[src/rtl/dma_csr_multi_if.sv]
// Purpose: MMIO bus plus per-channel DMA engine handshake bundle for dma_csr_multi.
// Latency: n/a (wiring only).
// Backpressure: start requests use valid/ready; engines hold ready low to stall.
interface dma_csr_multi_if #(
    parameter int NUM_CH = 4,
    parameter int ADDR_W = 64,
    parameter int LEN_W  = 32
);
    // CPU MMIO side
    logic                     mmio_sel;
    logic [11:0]              mmio_addr;
    logic                     mmio_we;
    logic [63:0]              mmio_wdata;
    logic [63:0]              mmio_rdata;
    // DMA engine side
    logic [NUM_CH-1:0]        ch_start_valid;
    logic [NUM_CH-1:0]        ch_start_ready;
    logic [NUM_CH*ADDR_W-1:0] ch_addr;
    logic [NUM_CH*LEN_W-1:0]  ch_len;
    logic [NUM_CH-1:0]        ch_busy;
    logic [NUM_CH-1:0]        ch_done;
    logic [NUM_CH-1:0]        ch_err;
    logic                     irq;

    // Environment view: CPU and engines drive requests, observe the block
    modport master (
        output mmio_sel, mmio_addr, mmio_we, mmio_wdata,
        output ch_start_ready, ch_busy, ch_done, ch_err,
        input  mmio_rdata, ch_start_valid, ch_addr, ch_len, irq
    );

    // CSR block view
    modport slave (
        input  mmio_sel, mmio_addr, mmio_we, mmio_wdata,
        input  ch_start_ready, ch_busy, ch_done, ch_err,
        output mmio_rdata, ch_start_valid, ch_addr, ch_len, irq
    );
endinterface

[src/rtl/dma_csr_multi.sv]
// Purpose: NUM_CH-window MMIO CSR block: start handshake, sticky W1C flags, done counters, IRQ.
// Latency: reads combinational; writes and flag updates land at next edge; irq one cycle after flags.
// Backpressure: start valid holds until ready; START while pending or busy is dropped and flags OVR.
module dma_csr_multi #(
    parameter int NUM_CH = 4,
    parameter int ADDR_W = 64,
    parameter int LEN_W  = 32,
    parameter int CNT_W  = 16
) (
    input logic              clk,
    input logic              rstn,
    dma_csr_multi_if.slave   bus
);
    localparam logic [63:0] ID_VAL = 64'h0000_0000_0001_0000 | 64'(NUM_CH);

    // Registers are 64-bit words; the byte-lane bits never select anything.
    logic [8:0] widx;
    logic [6:0] win;
    logic [1:0] rg;
    assign widx = bus.mmio_addr[11:3];
    assign win  = widx[8:2];
    assign rg   = widx[1:0];

    logic unused_addr_lsb;
    assign unused_addr_lsb = ^bus.mmio_addr[2:0];

    logic [NUM_CH-1:0]        irq_term;
    logic [NUM_CH-1:0]        valid_v;
    logic [NUM_CH*ADDR_W-1:0] addr_v;
    logic [NUM_CH*LEN_W-1:0]  len_v;
    logic [63:0]              rd_ch [NUM_CH];

    for (genvar c = 0; c < NUM_CH; c++) begin : g_ch
        logic              hit, wr_ctrl, wr_addr, wr_len, wr_stat;
        logic              start_req, start_ok, zero_len;
        logic              ie_done, ie_err, pend, done_f, err_f, ovr_f;
        logic [ADDR_W-1:0] addr_r, snap_addr;
        logic [LEN_W-1:0]  len_r, snap_len;
        logic [CNT_W-1:0]  cnt;
        logic [63:0]       rd_word;

        assign hit       = bus.mmio_sel & bus.mmio_we & (win == 7'(c + 1));
        assign wr_ctrl   = hit & (rg == 2'd0);
        assign wr_addr   = hit & (rg == 2'd1);
        assign wr_len    = hit & (rg == 2'd2);
        assign wr_stat   = hit & (rg == 2'd3);
        assign start_req = wr_ctrl & bus.mmio_wdata[0];
        // A start is only taken when nothing is queued and the engine is idle
        assign start_ok  = start_req & ~pend & ~bus.ch_busy[c];
        assign zero_len  = (len_r == '0);

        // Channel register state; set pulses win over a same-cycle W1C
        always_ff @(posedge clk) begin
            if (!rstn) begin
                ie_done   <= 1'b0;
                ie_err    <= 1'b0;
                addr_r    <= '0;
                len_r     <= '0;
                snap_addr <= '0;
                snap_len  <= '0;
                pend      <= 1'b0;
                done_f    <= 1'b0;
                err_f     <= 1'b0;
                ovr_f     <= 1'b0;
                cnt       <= '0;
            end else begin
                if (wr_ctrl) begin
                    ie_done <= bus.mmio_wdata[1];
                    ie_err  <= bus.mmio_wdata[2];
                end
                if (wr_addr) addr_r <= bus.mmio_wdata[ADDR_W-1:0];
                if (wr_len)  len_r  <= bus.mmio_wdata[LEN_W-1:0];
                // Zero-length starts complete immediately and never reach the engine
                if (start_ok && !zero_len) begin
                    pend      <= 1'b1;
                    snap_addr <= addr_r;
                    snap_len  <= len_r;
                end else if (pend && bus.ch_start_ready[c]) begin
                    pend <= 1'b0;
                end
                done_f <= bus.ch_done[c] | (start_ok & zero_len)
                        | (done_f & ~(wr_stat & bus.mmio_wdata[2]));
                err_f  <= bus.ch_err[c] | (err_f & ~(wr_stat & bus.mmio_wdata[3]));
                ovr_f  <= (start_req & ~start_ok)
                        | (ovr_f & ~(wr_stat & bus.mmio_wdata[4]));
                cnt    <= cnt + CNT_W'(bus.ch_done[c]) + CNT_W'(start_ok & zero_len);
            end
        end

        // Register selected by the word offset inside this channel's window
        always_comb begin
            rd_word = '0;
            case (rg)
                2'd0: rd_word[2:0] = {ie_err, ie_done, 1'b0};
                2'd1: rd_word[ADDR_W-1:0] = addr_r;
                2'd2: rd_word[LEN_W-1:0] = len_r;
                default: begin
                    rd_word[4:0]        = {ovr_f, err_f, done_f, pend, bus.ch_busy[c]};
                    rd_word[16+:CNT_W]  = cnt;
                end
            endcase
        end

        assign rd_ch[c]                    = rd_word;
        assign irq_term[c]                 = (done_f & ie_done) | (err_f & ie_err);
        assign valid_v[c]                  = pend;
        assign addr_v[c*ADDR_W +: ADDR_W]  = snap_addr;
        assign len_v[c*LEN_W +: LEN_W]     = snap_len;
    end

    assign bus.ch_start_valid = valid_v;
    assign bus.ch_addr        = addr_v;
    assign bus.ch_len         = len_v;

    // Read mux: global registers, then channel windows; anything else reads 0
    logic [63:0] rdata;
    always_comb begin
        rdata = '0;
        if (widx == 9'd0) begin
            rdata = ID_VAL;
        end else if (widx == 9'd1) begin
            rdata = 64'(irq_term);
        end else begin
            for (int c = 0; c < NUM_CH; c++) begin
                if (win == 7'(c + 1)) rdata = rd_ch[c];
            end
        end
    end
    assign bus.mmio_rdata = rdata;

    // Level interrupt registered from the current flag/enable terms
    logic irq_r;
    always_ff @(posedge clk) begin
        if (!rstn) irq_r <= 1'b0;
        else       irq_r <= |irq_term;
    end
    assign bus.irq = irq_r;
endmodule

[src/flat_wrapper.sv]
// flat-port wrapper written by rule: the top's interface ports become plain ports
module dma_csr_multi_flat 
#(
    parameter int NUM_CH = 4,
    parameter int ADDR_W = 64,
    parameter int LEN_W  = 32,
    parameter int CNT_W  = 16
)
  (clk, rstn, bus_mmio_sel, bus_mmio_addr, bus_mmio_we, bus_mmio_wdata, bus_ch_start_ready, bus_ch_busy, bus_ch_done, bus_ch_err, bus_mmio_rdata, bus_ch_start_valid, bus_ch_addr, bus_ch_len, bus_irq);
  dma_csr_multi_if #(.NUM_CH(NUM_CH), .ADDR_W(ADDR_W), .LEN_W(LEN_W)) bus_i ();
  input logic clk;
  input logic rstn;
  input wire logic [$bits(bus_i.mmio_sel)-1:0] bus_mmio_sel;
  input wire logic [$bits(bus_i.mmio_addr)-1:0] bus_mmio_addr;
  input wire logic [$bits(bus_i.mmio_we)-1:0] bus_mmio_we;
  input wire logic [$bits(bus_i.mmio_wdata)-1:0] bus_mmio_wdata;
  input wire logic [$bits(bus_i.ch_start_ready)-1:0] bus_ch_start_ready;
  input wire logic [$bits(bus_i.ch_busy)-1:0] bus_ch_busy;
  input wire logic [$bits(bus_i.ch_done)-1:0] bus_ch_done;
  input wire logic [$bits(bus_i.ch_err)-1:0] bus_ch_err;
  output wire logic [$bits(bus_i.mmio_rdata)-1:0] bus_mmio_rdata;
  output wire logic [$bits(bus_i.ch_start_valid)-1:0] bus_ch_start_valid;
  output wire logic [$bits(bus_i.ch_addr)-1:0] bus_ch_addr;
  output wire logic [$bits(bus_i.ch_len)-1:0] bus_ch_len;
  output wire logic [$bits(bus_i.irq)-1:0] bus_irq;
  assign bus_i.mmio_sel = bus_mmio_sel;
  assign bus_i.mmio_addr = bus_mmio_addr;
  assign bus_i.mmio_we = bus_mmio_we;
  assign bus_i.mmio_wdata = bus_mmio_wdata;
  assign bus_i.ch_start_ready = bus_ch_start_ready;
  assign bus_i.ch_busy = bus_ch_busy;
  assign bus_i.ch_done = bus_ch_done;
  assign bus_i.ch_err = bus_ch_err;
  assign bus_mmio_rdata = bus_i.mmio_rdata;
  assign bus_ch_start_valid = bus_i.ch_start_valid;
  assign bus_ch_addr = bus_i.ch_addr;
  assign bus_ch_len = bus_i.ch_len;
  assign bus_irq = bus_i.irq;
  dma_csr_multi #(.NUM_CH(NUM_CH), .ADDR_W(ADDR_W), .LEN_W(LEN_W), .CNT_W(CNT_W)) u_core (.clk(clk), .rstn(rstn), .bus(bus_i));
endmodule
[config.mk]
export PLATFORM = sky130hd
export DESIGN_NAME = dma_csr_multi_flat
export DESIGN_NICKNAME = d
export VERILOG_FILES = /design/src/rtl/dma_csr_multi_if.sv /design/src/rtl/dma_csr_multi.sv /design/src/flat_wrapper.sv
export SDC_FILE = /design/constraint.sdc
export NUM_CORES = 2
export LEC_CHECK = 0
export CAP_MARGIN = 10
export CORE_UTILIZATION = 49
export CTS_CLUSTER_DIAMETER = 100
export CTS_CLUSTER_SIZE = 12
export DETAILED_ROUTE_END_ITERATION = 8
export GPL_ROUTABILITY_DRIVEN = 0
export GPL_TIMING_DRIVEN = 0
export PLACE_DENSITY_LB_ADDON = 0.1
export SLEW_MARGIN = 10
export SYNTH_ARGS = -nofsm -noshare
export SYNTH_HDL_FRONTEND = slang
export SYNTH_SLANG_ARGS = --single-unit
[constraint.sdc]
create_clock -name clk -period 2.9 [get_ports clk]
set_input_delay 0.435 -clock clk [delete_from_list [all_inputs] [get_ports clk]]
set_output_delay 0.435 -clock clk [all_outputs]
set_load 0.005 [all_outputs]
==> results.md <==
* DR iter-0 viols at 4890
* Syn_area_per_cell at 8.09 um2
* Initial antenna violation count at 14
* Slew Viols, Final at 0
* PortBufs at 513
* Post-synth EDFFs at 0
* Commonest non-fill, non-tap cell in the layout: nand2_1
* Synth Warn # at 0
* Vias/cell at 6.08
* Final setup margin at -0.232 ns
* Fillcell total at 6149
* Detailed Route WL at 156000 um
* Register area share after synthesis at 0.490
* Synth unique cells at 58
* RSZ-0062 raised after global routing: yes
* Finish-stage setup viols at 160
* FF+latch count, synth at 857
* Cells after synthesis at 4325
* Peak VDD IR at 0.389 mV
* Max Fclk at 319 MHz
* Post-DP HPWL at 115000 um
* Commonest register cell after synthesis: dfxtp_1
* Failing checks: setup timing
* CP max FO at 4
* Layout cells sized above 1 at 0.116
* Commonest non-fill, non-tap cells in the layout: nand2_1 (1102), dfxtp_1 (836), clkdlybuf4s50_1 (441), a21oi_1 (413), nand3_1 (323)
* Largest net degree at the start of global routing at 13
* Worst setup SP type: flop
* CTS clk-pin slew, worst paths at 0.06 ns
* Syn Nets at 4434
* Area grow syn2layout at 30.1%
* Initial Util at 0.497
* Cell Pwr Density at 499 mW/mm2
* Max-Cap Viols at 0
* GRT Total Usage at 0.414
* Full die area at 0.0725 mm2
* Crit share post-route at 1.08
* CP Capture Type: flop
* Final #Nets at 5108
* IO Count at 549
* First-pass GRT wire length at 224000 um
* Residual DRC at 0
* H-tree Lvls at 3
* Ys async rst share at 0
* Min-delay worst type: in -> reg
* Status: complete, but fails checks
* Rows at 97
* Tmin final at 3.13 ns
* Post-route setup TNS at -13.81 ns
* Clk Latency, worst-skew pair at 0.66 ns
* Worst EP required at 3.41 ns
* Worst Path Class, Setup: reg -> reg
* Drt pass-1 iters at 9
* Tightest hold margin at 0.156 ns
* Static Leakage at 15.8 nW
* Die H at 269 um
* Worst clock skew at 0.0227 ns
* Grt ovf at 0
* Post-CTS Hold Buffers at 0
* DR vias at 36208
* Final Hold Fails at 0
* Vias in the first global route at 33969
* ANT nets after route at 0
* Synthesized cell area at 0.0350 mm2
* CTS tree: yes
* Deepest clock path buffer count at 3
* CTS root buffer: clkbuf_16
* Worst path arrival time at 3.65 ns
* Chip Width at 269 um
* Slew @ Worst Pin at 1.33 ns
* Sink Count at 857
* Routed length per instance at 26.2 um
* Max-Slew Margin vs Limit at 0.110
* CORE AREA at 0.0704 mm2
* CTS buffer count at 81
==> report_power, final <==
group	switching (mW)	leakage, nW	internal [mW]
logic	0.948	7.89	0.347
registers	0.0234	6.92	11.8
clock network	4.58	1.03	5.02
==> final timing paths <==
kind / from / end / slack [ns] / cells after the start
max reg2reg: u_core.g_ch[2].len_r[10]$_SDFFE_PN0P_ / u_core.g_ch[2].cnt[12]$_SDFF_PN0_ / -0.23 / 11
max: u_core.g_ch[2].len_r[10]$_SDFFE_PN0P_ / u_core.g_ch[2].cnt[12]$_SDFF_PN0_ / -0.23 / 11
min reg2reg: u_core.g_ch[2].snap_addr[39]$_SDFFE_PN0P_ / u_core.g_ch[2].snap_addr[39]$_SDFFE_PN0P_ / 0.46 / 2
min: bus_mmio_wdata[16] / u_core.g_ch[3].len_r[16]$_SDFFE_PN0P_ / 0.16 / 3
==> state kept, by name, summed over array words and instances (netlist names) <==
| name | count |
|---|---|
| u_core.g_ch.addr_r | 256 |
| u_core.g_ch.snap_addr | 256 |
| u_core.g_ch.len_r | 128 |
| u_core.g_ch.snap_len | 128 |
| u_core.g_ch.cnt | 64 |
| u_core.g_ch.done_f | 4 |
| u_core.g_ch.err_f | 4 |
| u_core.g_ch.ie_done | 4 |
| u_core.g_ch.ie_err | 4 |
| u_core.g_ch.ovr_f | 4 |
| u_core.g_ch.pend | 4 |
| u_core.bus.irq | 1 |
==> final cells by class <==
cell class | count | area (um2) | share of cell area
multi-input cells | 3048 | 16900 | 0.372
repair buffers | 596 | 5730 | 0.126
plain buffers | 390 | 2250 | 0.0495
inverters | 25 | 93.8 | 0.00206
well taps | 940 | 1180 | 0.0258
clock inverters | 4 | 41.3 | 0.000907
clock buffers | 83 | 2070 | 0.0454
flip-flops and latches | 857 | 17200 | 0.378
diodes | 12 | 30.0 | 0.000660
==> synthesized netlist by cell type, types with 9 or more instances <==
master    count  area [um2]
and3_1       14        87.6
buf_1        50         188
nand3_1     328        1640
a22oi_1      68         510
buf_6        22         248
dfxtp_1     857       17200
nor4_1       39         244
a221oi_1     18         158
mux2_2       32         360
nor2_1      243         912
clkbuf_1    257         965
a221o_1      37         370
o22ai_1      10        62.6
a22o_1       70         613
o21ai_1     140         701
a21oi_1     414        2070
xor2_1       30         263
ha_1          9         113
o21ai_0     223        1120
mux4_2       16         360
buf_4        12        90.1
xnor2_1      25         219
inv_1        23        86.3
nand4_1      22         138
nand2_1    1107        4160
nand2b_1     11        68.8
buf_2        54         270
mux2i_1     104        1040
o221ai_1     18         158
==> critical path: stages, from the launching register on <==
cell     delay [ns]
dfxtp_2        0.35
nor4_1         0.29
nand4_1        0.41
nor2_1         0.21
nand4_1        0.23
fa_2           0.45
inv_2          0.10
ha_4           0.13
nand4_1        0.22
nor4_2         0.37
xnor2_1        0.17
nor2_1         0.06
==> cell families (layout without fill, tap and decap cells) <==
logic type                 after synthesis  after routing  synth area share
and+or+nand+nor                       1802           1802             0.216
DFF                                    857            857             0.490
adders and majority gates               13             13           0.00551
muxes                                  152            152            0.0503
xor gates and xnor gates                55             55            0.0138
buffers and inverters                  420           1098            0.0530
other                                    0             12                 0
AOI/OAI and AO/OA                     1026           1026             0.171
==> through the flow <==
| stage | instances | area, um2 | utilization | setup WS (ns) | power (mW) |
|---|---|---|---|---|---|
| 2_1_floorplan | 4325 | 35000 | - | -0.0171 | 12.6 |
| 3_3_place_gp | 5778 | 41300 | 0.587 | -2.74 | 13.1 |
| 3_5_place_dp | 5780 | 41400 | 0.588 | -2.71 | 13.2 |
| 4_1_cts | 5915 | 45000 | 0.639 | -0.00489 | 22.6 |
| 5_1_grt | 5949 | 45500 | 0.646 | -0.195 | 23.1 |
| 6_report | 5955 | 45500 | 0.647 | -0.232 | 22.7 |
==> routing by layer <==
layer  global-route usage  share of wire  up-vias
li1                     -              -    16116
met1                0.495           0.36    17091
met2                0.629           0.43     2410
met3                0.149           0.13      587
met4                0.261          0.072        4
met5                    0        0.00013        -
==> timing repair <==
action / CTS / global route
setup buffers: 49 / 29
gates cloned: 4 / 0
resized for setup: 488 / 109
pin swaps: 54 / 48
setup endpoints to repair: 757 / 328
Power figures use the tool's default switching activity.
